$ cat src/rtl/layer_seq_pkg.sv
// Shared types and helpers for the layer sequencer and its watchdog.
package layer_seq_pkg;

   typedef logic [1:0] state_bits_t;

   typedef enum state_bits_t {
      IDLE    = 2'd0,
      LAUNCH  = 2'd1,
      WAIT    = 2'd2,
      ADVANCE = 2'd3
   } state_t;

   // $clog2 that never returns less than 1, so a 1-entry range still gets a bit.
   function automatic int clog2_min1(input int n);
      return (n <= 2) ? 1 : $clog2(n);
   endfunction

endpackage

$ cat src/rtl/layer_watchdog.sv
// Per-layer wait timer: clearable, saturating counter that flags the last allowed WAIT cycle.
module layer_watchdog #(
   parameter int TIMEOUT_CYCLES = 1024,
   parameter int TO_W           = 11
) (
   input  logic clk,
   input  logic reset,
   input  logic clear,
   input  logic enable,
   output logic expired
);

   generate
      if (TIMEOUT_CYCLES == 0) begin : g_off
         logic unused_in;
         assign unused_in = ^{clk, reset, clear, enable};
         assign expired   = 1'b0;
      end else begin : g_on
         localparam logic [TO_W-1:0] LAST = TO_W'(TIMEOUT_CYCLES - 1);
         logic [TO_W-1:0] count;

         // Holds at LAST rather than wrapping; the sequencer leaves WAIT on expiry anyway.
         always_ff @(posedge clk or posedge reset) begin
            if (reset)
               count <= '0;
            else if (clear)
               count <= '0;
            else if (enable && count != LAST)
               count <= count + 1'b1;
         end

         assign expired = (count == LAST);
      end
   endgenerate

endmodule

$ cat src/rtl/layer_sequencer.sv
// Walks NUM_LAYERS layers, launching the RAM/MAC controller per layer and waiting for its done.
module layer_sequencer
   import layer_seq_pkg::*;
#(
   parameter int NUM_LAYERS     = 4,
   parameter int LAYER_W        = clog2_min1(NUM_LAYERS),
   parameter int TIMEOUT_CYCLES = 1024,
   parameter int TO_W           = clog2_min1(TIMEOUT_CYCLES + 1)
) (
   input  logic               clk,
   input  logic               reset,
   input  logic               start,
   input  logic               done,
   input  logic               abort,
   output logic [LAYER_W-1:0] layer,
   output logic               layer_sel,
   output logic               ram_start,
   output logic               busy,
   output logic               net_done,
   output logic               timeout_err
);

   localparam logic [LAYER_W-1:0] LAST_LAYER = LAYER_W'(NUM_LAYERS - 1);

   state_t state;
   logic   expired;
   logic   last_layer;

   assign last_layer = (layer == LAST_LAYER);
   assign layer_sel  = !last_layer;

   layer_watchdog #(
      .TIMEOUT_CYCLES (TIMEOUT_CYCLES),
      .TO_W           (TO_W)
   ) u_watchdog (
      .clk     (clk),
      .reset   (reset),
      .clear   (abort || state == LAUNCH),
      .enable  (state == WAIT && !done),
      .expired (expired)
   );

   // Pulse outputs and busy are loaded alongside the next state so each is a clean flop.
   always_ff @(posedge clk or posedge reset) begin
      if (reset) begin
         state       <= IDLE;
         layer       <= '0;
         timeout_err <= 1'b0;
         ram_start   <= 1'b0;
         busy        <= 1'b0;
         net_done    <= 1'b0;
      end else begin
         ram_start <= 1'b0;
         net_done  <= 1'b0;
         if (abort) begin
            state <= IDLE;
            layer <= '0;
            busy  <= 1'b0;
         end else begin
            case (state)
               IDLE: begin
                  if (start) begin
                     state       <= LAUNCH;
                     layer       <= '0;
                     timeout_err <= 1'b0;
                     ram_start   <= 1'b1;
                     busy        <= 1'b1;
                  end
               end
               LAUNCH: state <= WAIT;
               WAIT: begin
                  if (done) begin
                     state    <= ADVANCE;
                     net_done <= last_layer;
                  end else if (expired) begin
                     state       <= IDLE;
                     layer       <= '0;
                     timeout_err <= 1'b1;
                     busy        <= 1'b0;
                  end
               end
               ADVANCE: begin
                  if (last_layer) begin
                     state <= IDLE;
                     layer <= '0;
                     busy  <= 1'b0;
                  end else begin
                     state     <= LAUNCH;
                     layer     <= layer + 1'b1;
                     ram_start <= 1'b1;
                  end
               end
               default: begin
                  state <= IDLE;
                  layer <= '0;
                  busy  <= 1'b0;
               end
            endcase
         end
      end
   end

endmodule

$ cat config.mk
export PLATFORM = sky130hd
export DESIGN_NAME = layer_sequencer
export DESIGN_NICKNAME = d
export VERILOG_FILES = /design/src/rtl/layer_seq_pkg.sv /design/src/rtl/layer_watchdog.sv /design/src/rtl/layer_sequencer.sv
export SDC_FILE = /design/constraint.sdc
export NUM_CORES = 1
export LEC_CHECK = 0
export CAP_MARGIN = 10
export CORE_MARGIN = 5
export CORE_UTILIZATION = 30
export DETAILED_ROUTE_END_ITERATION = 7
export HOLD_SLACK_MARGIN = 0.15
export SETUP_SLACK_MARGIN = 0.1
export SLEW_MARGIN = 40
export SYNTH_ARGS = -nofsm -noshare
export SYNTH_HDL_FRONTEND = slang
export SYNTH_SLANG_ARGS = --single-unit
$ cat constraint.sdc
create_clock -name clk -period 2.4 [get_ports clk]
set_input_delay 0.48 -clock clk [delete_from_list [all_inputs] [get_ports clk]]
set_output_delay 0.48 -clock clk [all_outputs]
set_load 0.005 [all_outputs]
# Word level (Yosys, flattened, before mapping)
# Index checks and enable logic that the tools add are counted.
[word_totals]
regBits = 19
inputBits = 5
output_inout_bits = 7
wordCells = 67
[op_classes]
add_sub_neg = 2
n_eq_ne = 14
n_mux = 30
bitwise_logic = 1
n_reduce_logical = 13
[op_table]
columns = ["cell", "count"]
rows = [
  ["11-bit two-way mux", 2],
  ["2-bit two-way mux", 8],
  ["1-bit two-way mux", 15],
  ["3-bit inequality test (second input constant)", 4],
  ["11-bit by 1-bit adder with 11-bit output (second input constant)", 1],
  ["11-bit by 10-bit equality test with 1-bit output (second input constant)", 1],
  ["11-bit by 10-bit inequality test with 1-bit output (second input constant)", 1],
  ["5-bit AND reduction", 2],
  ["2-bit case mux with 4 select lines", 1],
  ["2-bit equality test (second input constant)", 3],
  ["2-bit inequality test (second input constant)", 3],
  ["2-bit case mux with 3 select lines", 1],
  ["4-bit inequality test (second input constant)", 1],
  ["1-bit case mux with 2 select lines", 2],
  ["4-bit AND reduction", 1],
  ["2-bit nonzero test", 2],
  ["4-bit nonzero test", 1],
  ["1-bit case mux with 3 select lines", 1],
  ["2-bit by 1-bit adder with 2-bit output (second input constant)", 1],
  ["2-bit by 1-bit equality test with 1-bit output (second input constant)", 1],
  ["1-bit logical AND", 2],
  ["1-bit logical NOT", 2],
  ["2-bit logical NOT", 1],
  ["2-bit AND reduction", 1],
  ["other kinds (2)", 2],
]

# Depth between registers and ports, before layout
[logic_depth]
word_depth = 5
depth_mapped = 7
ltp_nobuf = 6

# Modules after synthesis
# A second synthesis with hierarchy kept.
[unflattened]
cells_unflattened = 116
area_unflattened_um2 = 1139.8
[by_module_without_submodules]
columns = ["mod", "n_inst", "cells_each", "area_per_inst_um2", "seq_area_each_um2"]
rows = [
  ["layer_watchdog", 1, 64, 629.4, 275.3],
  ["layer_sequencer", 1, 52, 510.5, 200.2],
]

# Worst setup path before layout
# OpenSTA, ideal clock, no wires.
[synth_path]
path_kind = "reg2reg"
startpoint = "register state[0]"
endpoint = "register u_watchdog.g_on.count[5]"
setup_time_ps = 78
arrival_ps = 1709
t_required_ps = 2322
slack_ps = 613
path_stages_with_launch = 7
path_buffers = 0
period_less_slack_ps = 1787
path_cell_list = "dfrtp_1 > inv_1 > ha_1 > nand2b_1 > a31o_2 > or4_1 > a21oi_1"
[synth_via]
elab_chain_cells = 4
elab_cells_between_ends = 7
classes_between = "2 x eq/ne; 1 x mux; 4 x reduce/logical"
[synth_rtl]
columns = ["element", "line_no", "source"]
rows = [
  ["start, declared", "layer_sequencer.sv:25", "state_t state;"],
  ["start signal, assigned", "layer_sequencer.sv:46", "state <= IDLE;"],
  ["start signal, assigned", "layer_sequencer.sv:56", "state <= IDLE;"],
  ["start signal, assigned", "layer_sequencer.sv:63", "state <= LAUNCH;"],
  ["2-bit equality test", "layer_sequencer.sv:39", ".enable (state == WAIT && !done),"],
  ["1-bit logical AND", "layer_sequencer.sv:39", ""],
  ["1-bit logical AND", "layer_watchdog.sv:28", "else if (enable && count != LAST)"],
  ["2-bit nonzero test (no line)", "-", ""],
  ["end signal, assigned", "layer_watchdog.sv:29", "count <= count + 1'b1;"],
  ["end, declared", "layer_watchdog.sv:20", "logic [TO_W-1:0] count;"],
]
# Parallel ways exist; a longest one is shown, timed or not.
# A chain may end at the register's enable or synchronous reset.

# Worst setup path in the final report
# Ends and elaborated chain as after synthesis.

==> metrics <==
compound-gate portion of the synthesized area 20.74%; Layout area overhead 18.49%; GR Util All Layers a little under a tenth; Adder-Cell Fraction of Synth Area under 10%; Rows 22; Mapped Nets ~120; CP peak stage delay ~0.44 ns; Final Slew Violations 0; first-pass GRT wire length just under 4000 um; die outline area 5015 um^2; post-synthesis sequential area ratio around 43%; clock root buffer clkbuf_8; core footprint roughly 3600 um^2; EDFF count, synth 0; Worst Path Required roughly 2.6 ns; gp weighted congestion between 0.8 and 0.9; Worst Setup End Kind register; CTS Buffer Depth 2; antenna viol nets, final 0; leak pwr between 0.5 and 0.6 nW; vias in the first global route 865; cell area after layout between 1000 and 1500 um^2; CP arrival around 2.2 ns; Multi-input gate area between 600 and 700 um^2; post-layout minimum cycle time roughly 2.1 ns; postcts setup bufs 0; Detailed Place HPWL 1695 um; largest family of logic cells by synthesized area simple AND/OR/NAND/NOR gates; status completed; Post-Syn Area about 1100 um^2; Synth cell types 41; Die H 70.82 um; Crit Path Category register to register; DP Area roughly 1300 um^2; Max transition margin between 50% and 60%; Post-CTS Hold Fix Bufs 0; cell taking the most area after synthesis dfrtp_1; Final TNS setup 0 ns; multiplexer share of the synthesized area 0%; fill count between 300 and 400; clock slew at reported path FFs ~0.070 ns; Yosys warnings 0; Post-Synth XOR/XNOR Area between 2 and 2.5%; most frequent cell after synthesis dfrtp_1; via count 910; Syn Area/Cell between 9 and 10 um^2; Yosys top cell area share 42.84%; final WL roughly 2200 um; Routed WL per cell about 13 um; Setup-failing EPs final 0; slowest library cell on the worst path dfrtp_1; final clock skew between 0.002 and 0.003 ns; CTS resizes 0; MaxCap Viol Count 0; Mapped Cells roughly 110; #FFs+latches synth 19; crit path max fanout 9; Max Freq roughly 500 MHz; Tcrit/Tclk final between 80% and 90%; CP Launch Type register; Starting Density 30.54%; simple-gate share of the synthesized area 24.80%; asr flop ratio synth between 90% and 100%; die width 70.82 um; Final Hold Fails 0; CP cell instances inv_1 -> ha_1 -> nand2b_1 -> a31o_2 -> or4_1 -> a21oi_1; Sequential cell area ~480 um^2; Worst-Margin Slew 0.6733 ns; # DRC 0; later-pin clock latency in the skew report about 0.25 ns; worst hold-check path type register to register; PortBufs 11; GRT busiest layer met2; M1 GR Usage approximately an eighth; Crit path max-delay family simple AND/OR/NAND/NOR gates; PwrDens between 600 and 700 nW/um^2; met2 global-route usage approximately 15%; grt met3 use approximately 4%; antenna cell count 0; CP Buf/Inv Count 1; Clock Sinks 19; RSZ-0062 raised after global routing false; gr ovfl total 0; CTS tree done; largest net degree at the start of global routing 20; # IOs 12; worst vdd ir between 400 and 500 uV; prevailing post-synth register cell dfrtp_1; initial antenna violation count 0; maximum level of the CTS H-tree 1; Iter 0 DRT Violations 43; DRT Pass-1 Iters 4; top cells by area, synth dfrtp_1 43%, ha_1 6.8%, a21oi_1 4.1%, o31ai_1 2.7%, a41oi_4 2.5%; commonest cells in the netlist 19 x dfrtp_1, 9 x a21oi_1, 7 x nand2_1, 7 x nor2_1, 6 x ha_1; NumNets Final around 140; drt via density around 5.3; CTS Buf Count 3; share of cells above drive strength 1 between 10% and 20%
[per-stage QoR]
stage	utilization, %	setup slack, ns	hold slack (ns)	std cells	total power [mW]
after floorplan	-	0.6134	0.4311	112	0.5116
after global placement	34.88	0.2410	0.4806	168	0.5705
after detailed placement	34.88	0.1726	0.4945	168	0.5723
after CTS	36.12	0.1604	0.5158	172	0.7957
after global routing	36.19	0.1792	0.5392	172	0.8373
final	36.19	0.3474	0.5098	172	0.7926
[kinds of logic (layout without fill, tap and decap cells)]
| logic type | count (synthesis) | after routing |
|---|---|---|
| DFF | 19 | 19 |
| xor gates and xnor gates | 3 | 3 |
| adders and majority gates | 6 | 6 |
| AOI/OAI and AO/OA | 32 | 32 |
| buffers and inverters | 7 | 19 |
| and+or+nand+nor | 45 | 45 |
[worst paths after layout]
| check | start | endpoint | slack (ns) | depth (start not counted) |
|---|---|---|---|---|
| max in group asynchronous | reset | u_watchdog.g_on.count[9] | 1.53 | 2 |
| min reg2reg | timeout_err | timeout_err | 0.51 | 1 |
| max reg2reg | state[0] | u_watchdog.g_on.count[5] | 0.35 | 6 |
| max | state[0] | u_watchdog.g_on.count[5] | 0.35 | 6 |
| min in group asynchronous | reset | layer[1] | 0.54 | 2 |
| min | timeout_err | timeout_err | 0.51 | 1 |
[state kept, by name (all words and copies together), names as in the netlist]
name / count
timeout_err: 1
busy: 1
state: 2
ram_start: 1
u_watchdog.g_on.count: 11
net_done: 1
layer: 2
[layer usage]
layer	share of wire, %	wire length [um]	vias up
li1	-	-	445
met1	48	1061	451
met2	48	1060	12
met3	4.3	95	2
met4	0.40	9	0
met5	0	0	-
[cell type report]
cell class / instances / share of cell area (%)
Clock buffer: 4 / 3.425
Inverter: 4 / 1.142
Multi-Input combinational cell: 86 / 46.34
Sequential cell: 19 / 36.16
Tap cell: 48 / 4.567
Timing Repair Buffer: 11 / 8.373
[report_power, final]
| part | leakage [nW] | total (mW) | internal, mW | switching [mW] |
|---|---|---|---|---|
| clock | 0.0228 | 0.221 | 0.118 | 0.103 |
| combinational | 0.240 | 0.211 | 0.0929 | 0.118 |
| sequential | 0.262 | 0.361 | 0.339 | 0.0213 |
[placed cells by master, fill, tap and decap left out, types with 2 or more instances in the layout]
cell type,instances
ha_1,6
or3_1,3
xor2_1,2
o211ai_1,2
clkbuf_8,3
clkdlybuf4s50_1,11
a21oi_1,9
nand2_1,7
nor2_1,7
a31oi_1,3
dfrtp_1,19
nor3_1,4
nand3_1,2
nor4_1,3
o21ai_0,5
and4b_1,2
or4_1,3
and3_2,2
o31ai_1,4
inv_1,3
(Power assumes the default switching activity.)
